File: config.mk
export PLATFORM = sky130hd
export DESIGN_NAME = sram_mem_controller
export DESIGN_NICKNAME = d
export VERILOG_FILES = /design/src/rtl/mem_ctrl_pkg.sv /design/src/rtl/sram_wait_counter.sv /design/src/rtl/sram_mem_controller.sv
export SDC_FILE = /design/constraint.sdc
export NUM_CORES = 1
export LEC_CHECK = 0
export BUFFER_PORTS_ARGS = -buffer_cell sky130_fd_sc_hd__buf_2
export CORE_MARGIN = 2
export CORE_UTILIZATION = 30
export DETAILED_ROUTE_END_ITERATION = 10
export GPL_TIMING_DRIVEN = 1
export MAX_ROUTING_LAYER = met4
export PLACE_DENSITY = 0.54
export SLEW_MARGIN = 5
export SYNTH_ARGS = -nofsm -noshare
export SYNTH_HDL_FRONTEND = slang
export SYNTH_SLANG_ARGS = --single-unit
File: constraint.sdc
create_clock -name clk -period 3.8 [get_ports clk]
set_input_delay 0.57 -clock clk [delete_from_list [all_inputs] [get_ports clk]]
set_output_delay 0.57 -clock clk [all_outputs]
set_load 0.05 [all_outputs]
File: src/rtl/mem_ctrl_pkg.sv
// mem_ctrl_pkg: state encoding and shared constants for sram_mem_controller.
// Contents: state_t (controller states), DEFAULT_BASE_ADDR (CPU byte address
// of SRAM halfword 0), HW_LO/HW_HI (halfword select bit of sram_addr).
package mem_ctrl_pkg;

    typedef enum logic [2:0] {
        IDLE  = 3'd0,
        RD_LO = 3'd1,
        RD_HI = 3'd2,
        WR_LO = 3'd3,
        WR_HI = 3'd4,
        DONE  = 3'd5
    } state_t;

    localparam logic [31:0] DEFAULT_BASE_ADDR = 32'd1024;
    localparam logic        HW_LO             = 1'b0;
    localparam logic        HW_HI             = 1'b1;

endpackage

File: src/rtl/sram_wait_counter.sv
// sram_wait_counter: times one SRAM halfword phase of WAIT_CYCLES+1 cycles.
// Ports: clk, rst (async, active-high); load restarts the count at 0;
// en advances it; last is high while the count equals WAIT_CYCLES.
module sram_wait_counter
    import mem_ctrl_pkg::*;
#(
    parameter int WAIT_CYCLES = 2
) (
    input  logic clk,
    input  logic rst,
    input  logic load,
    input  logic en,
    output logic last
);

    logic [3:0] count_q, count_d;

    assign count_d = load ? 4'd0 : en ? count_q + 4'd1 : count_q;
    assign last    = count_q == 4'(WAIT_CYCLES);

    always_ff @(posedge clk or posedge rst) begin
        if (rst) count_q <= 4'd0;
        else     count_q <= count_d;
    end

endmodule

File: src/rtl/sram_mem_controller.sv
// sram_mem_controller: services 32-bit MEM-stage loads/stores over a 16-bit
// SRAM as two halfword phases, holding ready low while an access runs.
// Ports: clk, rst (async, active-high); MEM_R_EN/MEM_W_EN level requests;
// addr/wdata request operands; rdata load result; ready pipeline advance;
// sram_addr/sram_dq_out/sram_dq_in/sram_dq_oe/sram_we_n SRAM pins.
// Option: define SRAM_LAST_READ_BUF_EN for a one-entry last-read buffer.
module sram_mem_controller
    import mem_ctrl_pkg::*;
#(
    parameter logic [31:0] BASE_ADDR   = DEFAULT_BASE_ADDR,
    parameter int          SRAM_AW     = 18,
    parameter int          WAIT_CYCLES = 2
) (
    input  logic               clk,
    input  logic               rst,
    input  logic               MEM_R_EN,
    input  logic               MEM_W_EN,
    input  logic [31:0]        addr,
    input  logic [31:0]        wdata,
    output logic [31:0]        rdata,
    output logic               ready,
    output logic [SRAM_AW-1:0] sram_addr,
    output logic [15:0]        sram_dq_out,
    input  logic [15:0]        sram_dq_in,
    output logic               sram_dq_oe,
    output logic               sram_we_n
);

    localparam int WW = SRAM_AW - 1;

    state_t             state_q, state_d;
    logic [31:0]        rdata_q, rdata_d;
    logic [SRAM_AW-1:0] sram_addr_q, sram_addr_d;
    logic [15:0]        dq_out_q, dq_out_d, wdata_hi_q, wdata_hi_d;
    logic               oe_q, oe_d, we_n_q, we_n_d;
    logic [WW-1:0]      word;
    logic               phase, last;

    // Word index wraps modulo the SRAM size, so addresses below BASE_ADDR alias.
    assign word  = WW'((addr - BASE_ADDR) >> 2);
    assign phase = state_q inside {RD_LO, RD_HI, WR_LO, WR_HI};

    // Counter restarts whenever a phase is entered and only counts inside phases.
    sram_wait_counter #(.WAIT_CYCLES(WAIT_CYCLES)) u_wait (
        .clk  (clk),
        .rst  (rst),
        .load (!phase || last),
        .en   (phase),
        .last (last)
    );

`ifdef SRAM_LAST_READ_BUF_EN
    logic          buf_valid_q, buf_valid_d, fill_q, fill_d, hit;
    logic [WW-1:0] buf_word_q, buf_word_d;
    logic [31:0]   buf_data_q, buf_data_d;

    assign hit = buf_valid_q && buf_word_q == word;

    always_ff @(posedge clk or posedge rst) begin
        if (rst) begin
            buf_valid_q <= 1'b0;
            fill_q      <= 1'b0;
            buf_word_q  <= '0;
            buf_data_q  <= '0;
        end else begin
            buf_valid_q <= buf_valid_d;
            fill_q      <= fill_d;
            buf_word_q  <= buf_word_d;
            buf_data_q  <= buf_data_d;
        end
    end
`endif

    always_comb begin
        state_d     = state_q;
        rdata_d     = rdata_q;
        sram_addr_d = sram_addr_q;
        dq_out_d    = dq_out_q;
        wdata_hi_d  = wdata_hi_q;
        oe_d        = oe_q;
        we_n_d      = we_n_q;
`ifdef SRAM_LAST_READ_BUF_EN
        buf_valid_d = buf_valid_q;
        buf_word_d  = buf_word_q;
        buf_data_d  = buf_data_q;
        fill_d      = fill_q;
`endif
        case (state_q)
            IDLE: begin
`ifdef SRAM_LAST_READ_BUF_EN
                fill_d = MEM_R_EN && !MEM_W_EN && !hit;
                if (MEM_W_EN && hit) buf_data_d = wdata;
`endif
                if (MEM_W_EN) begin
                    state_d     = WR_LO;
                    sram_addr_d = {word, HW_LO};
                    dq_out_d    = wdata[15:0];
                    wdata_hi_d  = wdata[31:16];
                    oe_d        = 1'b1;
                    we_n_d      = 1'b0;
                end
`ifdef SRAM_LAST_READ_BUF_EN
                else if (MEM_R_EN && hit) begin
                    state_d = DONE;
                    rdata_d = buf_data_q;
                end
`endif
                else if (MEM_R_EN) begin
                    state_d     = RD_LO;
                    sram_addr_d = {word, HW_LO};
                end
            end
            RD_LO: if (last) begin
                rdata_d[15:0] = sram_dq_in;
                state_d       = RD_HI;
                sram_addr_d   = {sram_addr_q[SRAM_AW-1:1], HW_HI};
            end
            RD_HI: if (last) begin
                rdata_d[31:16] = sram_dq_in;
                state_d        = DONE;
            end
            WR_LO: if (last) begin
                state_d     = WR_HI;
                sram_addr_d = {sram_addr_q[SRAM_AW-1:1], HW_HI};
                dq_out_d    = wdata_hi_q;
            end
            WR_HI: if (last) begin
                state_d = DONE;
                oe_d    = 1'b0;
                we_n_d  = 1'b1;
            end
            DONE: begin
                state_d = IDLE;
`ifdef SRAM_LAST_READ_BUF_EN
                // sram_addr still holds the HI halfword of the word just read.
                if (fill_q) begin
                    buf_valid_d = 1'b1;
                    buf_word_d  = sram_addr_q[SRAM_AW-1:1];
                    buf_data_d  = rdata_q;
                end
`endif
            end
            default: state_d = IDLE;
        endcase
    end

    always_ff @(posedge clk or posedge rst) begin
        if (rst) begin
            state_q     <= IDLE;
            rdata_q     <= '0;
            sram_addr_q <= '0;
            dq_out_q    <= '0;
            wdata_hi_q  <= '0;
            oe_q        <= 1'b0;
            we_n_q      <= 1'b1;
        end else begin
            state_q     <= state_d;
            rdata_q     <= rdata_d;
            sram_addr_q <= sram_addr_d;
            dq_out_q    <= dq_out_d;
            wdata_hi_q  <= wdata_hi_d;
            oe_q        <= oe_d;
            we_n_q      <= we_n_d;
        end
    end

    assign ready       = (state_q == IDLE && !MEM_R_EN && !MEM_W_EN) || state_q == DONE;
    assign rdata       = rdata_q;
    assign sram_addr   = sram_addr_q;
    assign sram_dq_out = dq_out_q;
    assign sram_dq_oe  = oe_q;
    assign sram_we_n   = we_n_q;

endmodule

### Word level (Yosys, flattened, before mapping)

Index checks and enable logic that the tools add are counted.

* flip-flop bits (word level): 91
* latch bits: 0
* bits in writable memories: 0
* memory bits (read-only): 0
* input bits: 84
* output and inout port bits: 69
* memories: 0

* add/sub/neg operators: 2
* $mul: 0
* div/mod/pow operators: 0
* $lt $le $gt $ge: 0
* eq/ne operators: 13
* shift operators: 0
* multiplexer cells: 21
* bitwise gates (word level): 1
* reductions and logical operators: 24

Operator list (number)
* $mux W18: 2
* $pmux W18 S2: 1
* $mux W16: 2
* $pmux W16 S2: 1
* $sub A19 B11 Y19 const B: 1
* $mux W3: 5
* $pmux W3 S4: 1
* $reduce_and A3 Y1: 4
* $reduce_bool A2 Y1: 5
* $mux W4: 2
* $ne A2 B2 Y1 const B: 4
* $eq A3 B2 Y1 const B: 2
* $eq A3 B3 Y1 const B: 2
* $reduce_and A2 Y1: 3
* $mux W1: 5
* $add A4 B1 Y4 const B: 1
* $eq A4 B2 Y1 const B: 1
* $ne A2 B1 Y1 const B: 2
* $pmux W1 S2: 2
* $reduce_and A4 Y1: 1
* $reduce_bool A4 Y1: 1
* $reduce_or A2 Y1: 2
* $eq A3 B1 Y1 const B: 1
* $logic_not A1 Y1: 3
* 5 further kinds: 7

### Longest topological paths before layout

* depth after elaboration: 5
* depth in mapped cells: 6
* mapped depth without buffers: 5

### By module

A second synthesis with hierarchy kept.

* cells, all modules: 304
* area total of the unflattened synthesis: 4003.8 µm²

By module, submodules not included
* sram_mem_controller: times used 1, cells each 284, area an instance 3786.1 µm², sequential area each 2178.3 µm²
* sram_wait_counter: times used 1, cells each 20, area an instance 217.7 µm², sequential area each 100.1 µm²

### Worst setup path after synthesis

OpenSTA, ideal clock, no wires.

* path kind: input port to output port
* start point: input MEM_W_EN
* end point: output ready
* arrival time: 1.659 ns
* required time: 3.230 ns
* setup slack: 1.571 ns
* cell stages on the path: 3
* path buffers: 0
* cell sequence: nor2_1 nand2_1 a21oi_1

* longest elaborated chain between the ends: 3

Ends and longest elaborated chain
* from (decl): RTL line sram_mem_controller.sv:17 `input logic MEM_W_EN,`
* $logic_not A1 Y1: RTL line sram_mem_controller.sv:167 `assign ready = (state_q == IDLE && !MEM_R_EN && !MEM_W_EN) || state_q == DONE;`
* $logic_and A1 B1 Y1: RTL line sram_mem_controller.sv:167
* $logic_or A1 B1 Y1: RTL line sram_mem_controller.sv:167
* to (decl): RTL line sram_mem_controller.sv:21 `output logic ready,`

No other way between the ends.

### Worst setup path after layout

* start point: register u_wait.count_q[0]
* end point: register dq_out_q[10] (netlist: sram_dq_out[10])

* longest elaborated chain between the ends: 3

Ends and longest elaborated chain
* from (decl): RTL line sram_wait_counter.sv:16 `logic [3:0] count_q, count_d;`
* from (signal assigned): RTL line sram_wait_counter.sv:23 `else count_q <= count_d;`
* $eq A4 B2 Y1: RTL line sram_wait_counter.sv:19 `assign last = count_q == 4'(WAIT_CYCLES);`
* $ne A2 B2 Y1 (no line)
* $reduce_and A3 Y1 (no line)
* to (signal assigned): RTL line sram_mem_controller.sv:160 `dq_out_q <= dq_out_d;`
* to (decl): RTL line sram_mem_controller.sv:34 `logic [15:0] dq_out_q, dq_out_d, wdata_hi_q, wdata_hi_d;`

No other way between the ends.
A chain may end at the register's enable or synchronous reset.

==> impl_results.rst <==
.. list-table::
   :header-rows: 1

   * - Metric
     - Value
   * - PD cells
     - 1070 nW/um^2
   * - Antenna violations before repair
     - 0
   * - Maximum frequency from static timing analysis
     - approximately 430 MHz
   * - Met1 demand-to-capacity share in global routing
     - 0.168
   * - TritonCTS clock tree
     - done
   * - Period utilization
     - 0.617
   * - Nature of the critical path startpoint
     - flip-flop
   * - Count of placed standard cells including taps
     - 575
   * - Synthesized Nets
     - 362
   * - H-Tree Depth
     - 3
   * - Final non-filler cell total
     - 591
   * - Area share of the largest cell type after synthesis
     - 0.588
   * - Met3 track demand over resource in global routing
     - 0.0484
   * - Post-route standard cell area excluding fillers
     - 5000 sq um
   * - Number of cell rows
     - 41
   * - Remaining number of nets flagged by the antenna check after routing
     - 0
   * - Root buf cell
     - clkbuf_16
   * - Worst slew pin tran
     - 0.852 ns
   * - Largest net degree at the start of global routing
     - 40
   * - Post-Route Skew
     - about 0.0048 ns
   * - Number of buffers created by CTS
     - 9
   * - Count of input and output buffers
     - 137
   * - Die width
     - 117 um
   * - Post-Synthesis Cells
     - 275
   * - Half-perimeter wire length after placement
     - ~5900 um
   * - Kind of end point of the critical path
     - flip-flop
   * - Grt peak-use layer
     - met2
   * - Total gr overflow
     - 0
   * - Highest fanout seen on the critical path
     - 16
   * - DRC violations left
     - 0
   * - # IOs
     - 153
   * - Final-layout worst hold slack
     - 0.213 ns
   * - Number of detailed-route iterations in the first pass
     - 4
   * - Setup repair after global routing missed its margin
     - no
   * - Number of design-rule violations left by the first detailed-router iteration
     - 136
   * - # Post-CTS Setup Buffers
     - 0
   * - Count of state elements after synthesis
     - 91
   * - Kind of critical path
     - reg2reg
   * - Most frequent standard cell in the layout excluding fill and tap cells
     - buf_2
   * - Post-placement cell area
     - 4690 sq um
   * - Worst vdd ir
     - 0.405 mV
   * - Number of nets in the layout
     - approximately 500
   * - Number of max-capacitance violations reported
     - 0
   * - Mapped Area
     - 3830 sq um
   * - Headroom to the max-slew limit
     - 0.431
   * - Sink Count
     - 91
   * - Library cell occupying the most area in the post-synthesis netlist
     - dfrtp_1
   * - Final sum of negative setup slack
     - 0 ns
   * - Data arrival time at the worst-slack endpoint
     - 2.56 ns
   * - Total Die Area
     - 13700 sq um
   * - Total global-route track usage
     - 0.131
   * - Area growth syn-to-layout
     - 30.4%
   * - Average wire per cell in the routed design
     - ~14 um
   * - Result of the run
     - completed
   * - Number of filler instances in the final layout
     - approximately 1200
   * - Via count of the first global-routing pass
     - ~2700
   * - Minimum clock period
     - 2.34 ns
   * - Total number of vias
     - around 2700
   * - Core area
     - 12600 sq um
   * - Antenna Diode Count
     - 0
   * - Worst min-delay path class
     - in2async
   * - Synth Area per Inst
     - 13.9 sq um
   * - PnR Total Power
     - roughly 5.4 mW
   * - Worst EP required
     - 4.02 ns
   * - Static Leak
     - 2.26 nW
   * - Yosys warnings
     - 0
   * - Synth area leaders
     - dfrtp_1 (59%), mux2_2 (16%), o221a_2 (4.7%), nand2b_1 (2.0%), o21ai_0 (1.7%)
   * - Final weighted congestion in routability-driven placement
     - 0.741
   * - Initial core utilization
     - 0.305
   * - Largest buffer count on any clock path
     - 2
   * - Post-cts sizing count
     - 0
   * - Vias per inst
     - 4.59
   * - Sequential area share after synthesis
     - 0.595
   * - Final setup violation count
     - 0
   * - Max-slew violation count
     - 0
   * - First-pass GRT wire length
     - between 10000 and 15000 um
   * - Count of distinct cell types in the synthesized netlist
     - 43
   * - Clock transition at the registers of the reported paths
     - 0.06 ns
   * - Die boundary height
     - 117 um
   * - Commonest cells after routing, fill and taps aside
     - buf_2 (137), dfrtp_1 (90), mux2_2 (56)
   * - Total wire length
     - approximately 8400 um
   * - Global Route met2 Usage
     - 0.195
   * - Fraction of layout instances using a drive strength above 1
     - 0.573
   * - Clock latency on the worst-skew pair
     - around 0.34 ns
   * - Count of endpoints failing hold in the final timing report
     - 0
   * - Count of hold buffers inserted by post-cts repair
     - 0
through the flow:
step	setup WS (ns)	util
final	1.46	0.398
after global placement	1.45	0.373
after global routing	1.26	0.398
after floorplan	0.868	-
after detailed placement	1.47	0.373
after CTS	1.46	0.398
cells in the mapped netlist:
cell type and count:
a21boi_0 1, a21o_1 1, a21oi_1 6, a22o_1 1, a2bb2oi_1 1, a31o_2 1
a31oi_1 4, and2b_1 1, buf_2 6, buf_4 3, buf_6 1, clkbuf_1 2
dfrtp_1 90, dfstp_2 1, ha_1 3, inv_1 7, mux2_2 56, mux2i_1 1
nand2_1 5, nand2b_1 12, nand3_1 4, nand3_2 2, nand4bb_1 1, nor2_1 8
nor2_2 1, nor3_1 1, nor3_4 1, nor3b_4 1, nor4b_4 1, o211a_1 1
o21ai_0 13, o221a_2 16, o311ai_0 1, o31ai_1 2, o41ai_1 1, or2_2 1
or2b_1 4, or3_1 4, or3b_2 1, or4_1 3, or4b_4 1, xnor2_1 3
xor2_1 1
path summary, 6_finish.rpt:
path                                        start         endpoint  slack (ns)  depth (start not counted)
worst max-delay path            u_wait.count_q[0]  sram_dq_out[10]        1.46                          5
worst min-delay path                          rst    sram_addr[17]        0.21                          2
min in group clk                          addr[2]     sram_addr[1]        0.46                          2
max in group asynchronous                     rst         rdata[7]        2.74                          3
worst max register to register  u_wait.count_q[0]  sram_dq_out[10]        1.46                          5
worst min register to register          sram_we_n        sram_we_n        0.47                          2
power by group:
part           leakage [nW]  internal (mW)  total [mW]  switching (mW)
clock                 0.152          0.548       0.923           0.375
sequential             1.06           1.46        1.75           0.294
combinational          1.05          0.829        2.69            1.86
flip-flops by register name, indices dropped and copies added (netlist names):
signal	cells
sram_addr	18
wdata_hi_q	16
sram_dq_oe	1
sram_we_n	1
rdata	32
sram_dq_out	16
state_q	3
u_wait.count_q	4
kinds of logic (layout without fill, tap and decap cells):
| kind of cell | count (synthesis) | in the layout | synth area share |
|---|---|---|---|
| compound gates | 49 | 49 | 0.100 |
| xor+xnor | 4 | 4 | 0.00914 |
| fa+ha+maj | 3 | 3 | 0.00980 |
| buf+inv | 19 | 163 | 0.0255 |
| flops | 91 | 91 | 0.595 |
| mux | 57 | 57 | 0.167 |
| simple gates | 52 | 52 | 0.0937 |
worst max-delay path, stage by stage, from the launching register on:
cell and delay, ns:
dfrtp_1 0.40, inv_1 0.07, ha_1 0.17, nor3b_4 0.34, nand3_1 0.68, o221a_2 0.56
cell type report:
type	instances	area (sq um)	area share
Sequential cell	91	2280	0.456
Multi-Input combinational cell	165	1460	0.291
Timing Repair Buffer	140	708	0.142
Clock buffer	11	253	0.0506
Tap cell	172	215	0.0431
Clock inverter	5	60.1	0.0120
Inverter	7	27.5	0.00551
metal layers:
| layer | share of wire | vias up |
|---|---|---|
| met1 | 0.47 | 1334 |
| met3 | 0.073 | 6 |
| met2 | 0.44 | 90 |
| met5 | 0 | - |
| met4 | 0.010 | 0 |
| li1 | - | 1283 |
No activity file was read; power rests on OpenSTA's default activity.
